$ cat config.mk
export PLATFORM = sky130hd
export DESIGN_NAME = stopwatch_core
export DESIGN_NICKNAME = d
export VERILOG_FILES = /design/src/rtl/stopwatch_core.sv
export SDC_FILE = /design/constraint.sdc
export NUM_CORES = 1
export LEC_CHECK = 0
export ABC_AREA = 1
export BUFFER_PORTS_ARGS = -buffer_cell sky130_fd_sc_hd__buf_2
export CORE_UTILIZATION = 48
export CTS_CLUSTER_SIZE = 25
export DETAILED_ROUTE_END_ITERATION = 6
export PLACE_DENSITY = 0.66
export SLEW_MARGIN = 20
export SYNTH_ARGS = -nofsm -noshare
export SYNTH_HDL_FRONTEND = slang
export SYNTH_SLANG_ARGS = --single-unit
$ cat constraint.sdc
create_clock -name clk -period 2.1 [get_ports clk]
set_input_delay 0.315 -clock clk [delete_from_list [all_inputs] [get_ports clk]]
set_output_delay 0.315 -clock clk [all_outputs]
set_load 0.01 [all_outputs]
$ cat src/rtl/stopwatch_core.sv
`default_nettype none
// +----------------------------------------------------------------------------+
// | stopwatch_core: MM:SS BCD stopwatch with debounced pause/clear and adjust. |
// | Optional macro STOPWATCH_CORE_BLINK_EN enables adjust-field blink mask.    |
// | Revision: 1.0                                                              |
// +----------------------------------------------------------------------------+
module stopwatch_core #(
  parameter int DEBOUNCE_CYCLES = 1000000
) (
  input  logic       clk,
  input  logic       rst_n,
  input  logic       tick_1hz,
  input  logic       tick_2hz,
  input  logic       btn_pause,
  input  logic       btn_clr,
  input  logic       sel,
  input  logic       adj,
  output logic [3:0] min_tens,
  output logic [3:0] min_ones,
  output logic [3:0] sec_tens,
  output logic [3:0] sec_ones,
  output logic       paused,
  output logic [3:0] blink_mask
);

  localparam int CNT_W = (DEBOUNCE_CYCLES > 1) ? $clog2(DEBOUNCE_CYCLES) : 1;
  localparam logic [CNT_W-1:0] DB_LAST = CNT_W'(DEBOUNCE_CYCLES - 1);

  typedef enum logic [1:0] {
    RUN    = 2'd0,
    PAUSE  = 2'd1,
    ADJUST = 2'd2
  } state_t;

  // Synchronizer bit order: 0 pause, 1 clear, 2 sel, 3 adj.
  logic [3:0] sync1_q;
  logic [3:0] sync2_q;

  always_ff @(posedge clk or negedge rst_n) begin
    if (!rst_n) begin
      sync1_q <= '0;
      sync2_q <= '0;
    end else begin
      sync1_q <= {adj, sel, btn_clr, btn_pause};
      sync2_q <= sync1_q;
    end
  end

  logic [1:0] press_w;

  for (genvar gi = 0; gi < 2; gi++) begin : g_debounce
    logic             stable_q;
    logic [CNT_W-1:0] cnt_q;
    logic             differ_w;

    assign differ_w = (sync2_q[gi] != stable_q);

    always_ff @(posedge clk or negedge rst_n) begin
      if (!rst_n) begin
        stable_q <= 1'b0;
        cnt_q    <= '0;
      end else if (!differ_w) begin
        cnt_q <= '0;
      end else if (cnt_q == DB_LAST) begin
        stable_q <= sync2_q[gi];
        cnt_q    <= '0;
      end else begin
        cnt_q <= cnt_q + 1'b1;
      end
    end

    // Pulse fires in the cycle whose edge accepts the new high level.
    assign press_w[gi] = differ_w && sync2_q[gi] && (cnt_q == DB_LAST);
  end

  function automatic logic [7:0] bcd_inc59(input logic [7:0] f);
    logic [7:0] r;
    if (f[3:0] == 4'd9) begin
      r[3:0] = 4'd0;
      r[7:4] = (f[7:4] >= 4'd5) ? 4'd0 : f[7:4] + 4'd1;
    end else begin
      r[3:0] = f[3:0] + 4'd1;
      r[7:4] = f[7:4];
    end
    return r;
  endfunction

  logic   pause_press_w;
  logic   clr_press_w;
  logic   adj_s_w;
  logic   sel_s_w;

  assign pause_press_w = press_w[0];
  assign clr_press_w   = press_w[1];
  assign sel_s_w       = sync2_q[2];
  assign adj_s_w       = sync2_q[3];

  state_t     state_q, state_d;
  logic [7:0] min_q, min_d;
  logic [7:0] sec_q, sec_d;
  logic       paused_q, paused_d;

  always_comb begin
    min_d    = min_q;
    sec_d    = sec_q;
    paused_d = paused_q;
    if (pause_press_w) paused_d = ~paused_q;

    if (clr_press_w) begin
      min_d    = 8'h00;
      sec_d    = 8'h00;
      paused_d = 1'b0;
    end else if (state_q == ADJUST) begin
      if (tick_2hz) begin
        if (sel_s_w) sec_d = bcd_inc59(sec_q);
        else         min_d = bcd_inc59(min_q);
      end
    end else if (state_q == RUN && tick_1hz) begin
      sec_d = bcd_inc59(sec_q);
      if (sec_q == 8'h59) min_d = bcd_inc59(min_q);
    end

    if (adj_s_w)       state_d = ADJUST;
    else if (paused_d) state_d = PAUSE;
    else               state_d = RUN;
  end

  always_ff @(posedge clk or negedge rst_n) begin
    if (!rst_n) begin
      state_q  <= RUN;
      min_q    <= 8'h00;
      sec_q    <= 8'h00;
      paused_q <= 1'b0;
    end else begin
      state_q  <= state_d;
      min_q    <= min_d;
      sec_q    <= sec_d;
      paused_q <= paused_d;
    end
  end

  assign min_tens = min_q[7:4];
  assign min_ones = min_q[3:0];
  assign sec_tens = sec_q[7:4];
  assign sec_ones = sec_q[3:0];
  assign paused   = paused_q;

`ifdef STOPWATCH_CORE_BLINK_EN
  logic       blink_ph_q;
  logic       blink_ph_d;
  logic [3:0] blink_q;

  assign blink_ph_d = (state_q == ADJUST && tick_2hz) ? ~blink_ph_q : blink_ph_q;

  always_ff @(posedge clk or negedge rst_n) begin
    if (!rst_n) begin
      blink_ph_q <= 1'b0;
      blink_q    <= 4'b0000;
    end else if (state_d != ADJUST) begin
      blink_ph_q <= 1'b0;
      blink_q    <= 4'b0000;
    end else begin
      blink_ph_q <= blink_ph_d;
      blink_q    <= sel_s_w ? {2'b00, {2{blink_ph_d}}} : {{2{blink_ph_d}}, 2'b00};
    end
  end

  assign blink_mask = blink_q;
`else
  assign blink_mask = 4'b0000;
`endif

endmodule
`default_nettype wire

==> impl_metrics.json <==
{
  "slew_headroom_pct": 56.8,
  "ir_drop_mv": 0.310,
  "hpwl_um": 6130,
  "final_cell_mix": "136 x nand2_1, 96 x nor2_1, 69 x dfrtp_1",
  "cp-end-kind": "flip-flop",
  "powerDensity_nw_per_um2": 647,
  "p_int_mw": 2.06,
  "synth_top_area_cell": "dfrtp_1",
  "coreArea_um2": 8180,
  "finalNetCount": 587,
  "die_y_um": 93.6,
  "setup.worst_path.class": "flip-flop to flip-flop",
  "synth_flop_cell": "dfrtp_1",
  "final.fill_count": 789,
  "ys_ff_latch": 69,
  "grt_setup_unrepaired": "no",
  "wl_um": 8110,
  "finalHoldViolations": 0,
  "cts.path.max_buffers": 2,
  "clkPwrFrac_pct": 32.9,
  "path_clk_slew_ns": 0.07,
  "clkSinkCount": 69,
  "clk_latency_ns": 0.35,
  "critPathArrivalTime_ns": 1.90,
  "dpl_worst_slack_ns": 0.418,
  "finalSetupTns_ns": 0,
  "power_switching_share_pct": 28.5,
  "finalSetupViolCount": 0,
  "ys_types": 33,
  "die_area_um2": 8770,
  "antenna_found_initial": 0,
  "ant_nets": 0,
  "post_cts_buffers": 0,
  "synth_edf_count": 0,
  "wl_per_cell_um": 12.0,
  "yosysSeqAreaShare_pct": 42.8,
  "grt_pass1_wl_um": 14300,
  "die_w_um": 93.6,
  "port_buffers": 24,
  "syn_to_final_growth_pct": 10.5,
  "worst_pin_slew_ns": 0.648,
  "ioPinCount": 29,
  "drtIter0Drc": 109,
  "max_freq_ghz": 0.601,
  "start_util_pct": 49.3,
  "cts_root_buf": "clkbuf_8",
  "crit_required_ns": 2.34,
  "power.net_switching_mw": 0.821,
  "cts_tree": "built",
  "hp-class": "input pin to flip-flop",
  "start_kind": "flip-flop",
  "synth_cells": 532,
  "period_share_pct": 79.2,
  "cts_inserted_buffers": 9,
  "combPwrFrac_pct": 14.6,
  "path_max_fanout": 5,
  "grt_max_degree": 28,
  "fin_ws_ns": 0.436,
  "gp_congestion": 0.879,
  "drive_gt1_share_pct": 13.2,
  "fp-row-count": 33,
  "period_needed_ns": 1.66,
  "antenna-diode-count": 0,
  "synth_top_area_share_pct": 42.8,
  "slew_violations": 0,
  "seq_power_share_pct": 52.6,
  "h-tree-depth": 3,
  "avgSynthCellArea_um2": 7.58,
  "max_cap_viol_count": 0,
  "overflow": 0,
  "grt_use_total_pct": 21.1,
  "vias": 3347,
  "synth-async-reset-ratio_pct": 100,
  "synthTopCellsByArea": "dfrtp_1 43%, nand2_1 13%, nor2_1 8.9%",
  "skew_ns": 0.00897,
  "syn_area_um2": 4030,
  "ys_warn_count": 0,
  "p_leak_nw": 2.19,
  "grt_pass1_vias": 3089,
  "drcViolationCount": 0,
  "layout_commonest_cell": "nand2_1",
  "firstDrtPassIters": 4,
  "outcome": "completed",
  "viasPerCell": 4.97
}
==> flip-flops by register name (all words and copies together) (netlist names) <==
| signal | cells |
|---|---|
| sync2_q | 4 |
| sec_q | 8 |
| g_debounce.cnt_q | 40 |
| paused | 1 |
| state_q | 2 |
| min_q | 8 |
| sync1_q | 4 |
| g_debounce.stable_q | 2 |
==> layout make-up <==
| cell class | instances | area (um2) | share of cell area [%] |
|---|---|---|---|
| multi-input cells | 386 | 1990 | 44.7 |
| flip-flops and latches | 69 | 1730 | 38.8 |
| inverters | 72 | 270 | 6.07 |
| repair buffers | 27 | 170 | 3.82 |
| clock buffers | 12 | 155 | 3.48 |
| well taps | 105 | 131 | 2.95 |
| clock inverters | 2 | 10.0 | 0.225 |
==> cells in the mapped netlist, types with 2 or more instances <==
cell and number:
nor2_2 4, xnor2_1 7, nor2_4 4, nand2_2 7, ha_1 14, inv_1 64
nand2_4 2, nand3_1 32, nor2_1 96, dfrtp_1 69, nand4_1 16, buf_4 4
o21ai_1 4, nor3_2 4, inv_2 8, nor3_1 14, xor2_1 13, o21ai_0 6
nor3b_1 4, buf_2 2, nand3_4 2, nand2_1 136, a21oi_1 10
==> power groups by stage <==
stage               clock network, mW  registers, mW  logic [mW]
global route                     1.05           1.53       0.493
global placement                    0           1.53       0.413
floorplan                           0           1.55       0.242
detailed placement                  0           1.54       0.421
finish                          0.947           1.51       0.420
CTS                             0.976           1.51       0.426
==> metrics by stage <==
stage / instance area [um2] / instances / util [%] / hold WS (ns) / total power [mW]
after floorplan: 4040 / 535 / - / 0.0194 / 1.79
after global placement: 4280 / 658 / 52.3 / 0.336 / 1.94
after detailed placement: 4280 / 658 / 52.3 / 0.338 / 1.96
final: 4450 / 673 / 54.5 / 0.0725 / 2.88
after CTS: 4450 / 673 / 54.5 / 0.0584 / 2.92
after global routing: 4450 / 673 / 54.5 / 0.0503 / 3.07
==> path summary, 6_finish.rpt <==
| path | startpoint | endpoint | slack, ns | cells past startpoint |
|---|---|---|---|---|
| setup reg to reg | sec_q[1] | min_q[7] | 0.44 | 11 |
| hold / removal | btn_pause | sync1_q[0] | 0.07 | 1 |
| min in group asynchronous | rst_n | min_q[0] | 0.52 | 2 |
| setup / recovery | sec_q[1] | min_q[7] | 0.44 | 11 |
| hold reg to reg | sync1_q[2] | sync2_q[2] | 0.34 | 0 |
| max in group asynchronous | rst_n | g_debounce[1].cnt_q[3] | 1.02 | 3 |
==> kinds of logic (layout without fill, tap and decap cells) <==
group,Yosys count,count (layout),synth area share [%]
other,1,4,0.0930
AND/OR/NAND/NOR,325,325,37.0
XOR/XNOR,20,20,4.35
AO/OA/AOI/OAI,23,23,3.29
adder cells (fa/ha/maj),14,14,4.35
buffers and inverters,80,113,8.07
flip-flops,69,69,42.8
==> per-layer routing <==
metal | routed length, um | GRT usage [%] | part of all wire (%) | up-vias
met5 | 0 | 0 | 0 | -
met4 | 107 | 7.69 | 1.3 | 0
met3 | 278 | 4.63 | 3.4 | 8
met2 | 3960 | 34.8 | 49 | 63
met1 | 3760 | 27.3 | 46 | 1561
li1 | - | - | - | 1715
==> worst max-delay path, cell delays in order, from the launching register on <==
cell,delay [ns]
dfrtp_1,0.43
inv_1,0.08
ha_1,0.13
nand2_1,0.05
nor2_1,0.21
nand3_1,0.11
nand2_1,0.09
nand2_1,0.11
nand2_4,0.14
nand2_4,0.08
nand2_1,0.06
nand2_1,0.06
==> repair_timing <==
action,4_1_cts,5_1_grt
hold endpoints to repair,7,0
resized for setup,0,0
hold buffers,1,0
setup endpoints to repair,0,0
Note: power is estimated with default switching activity, not from simulation.
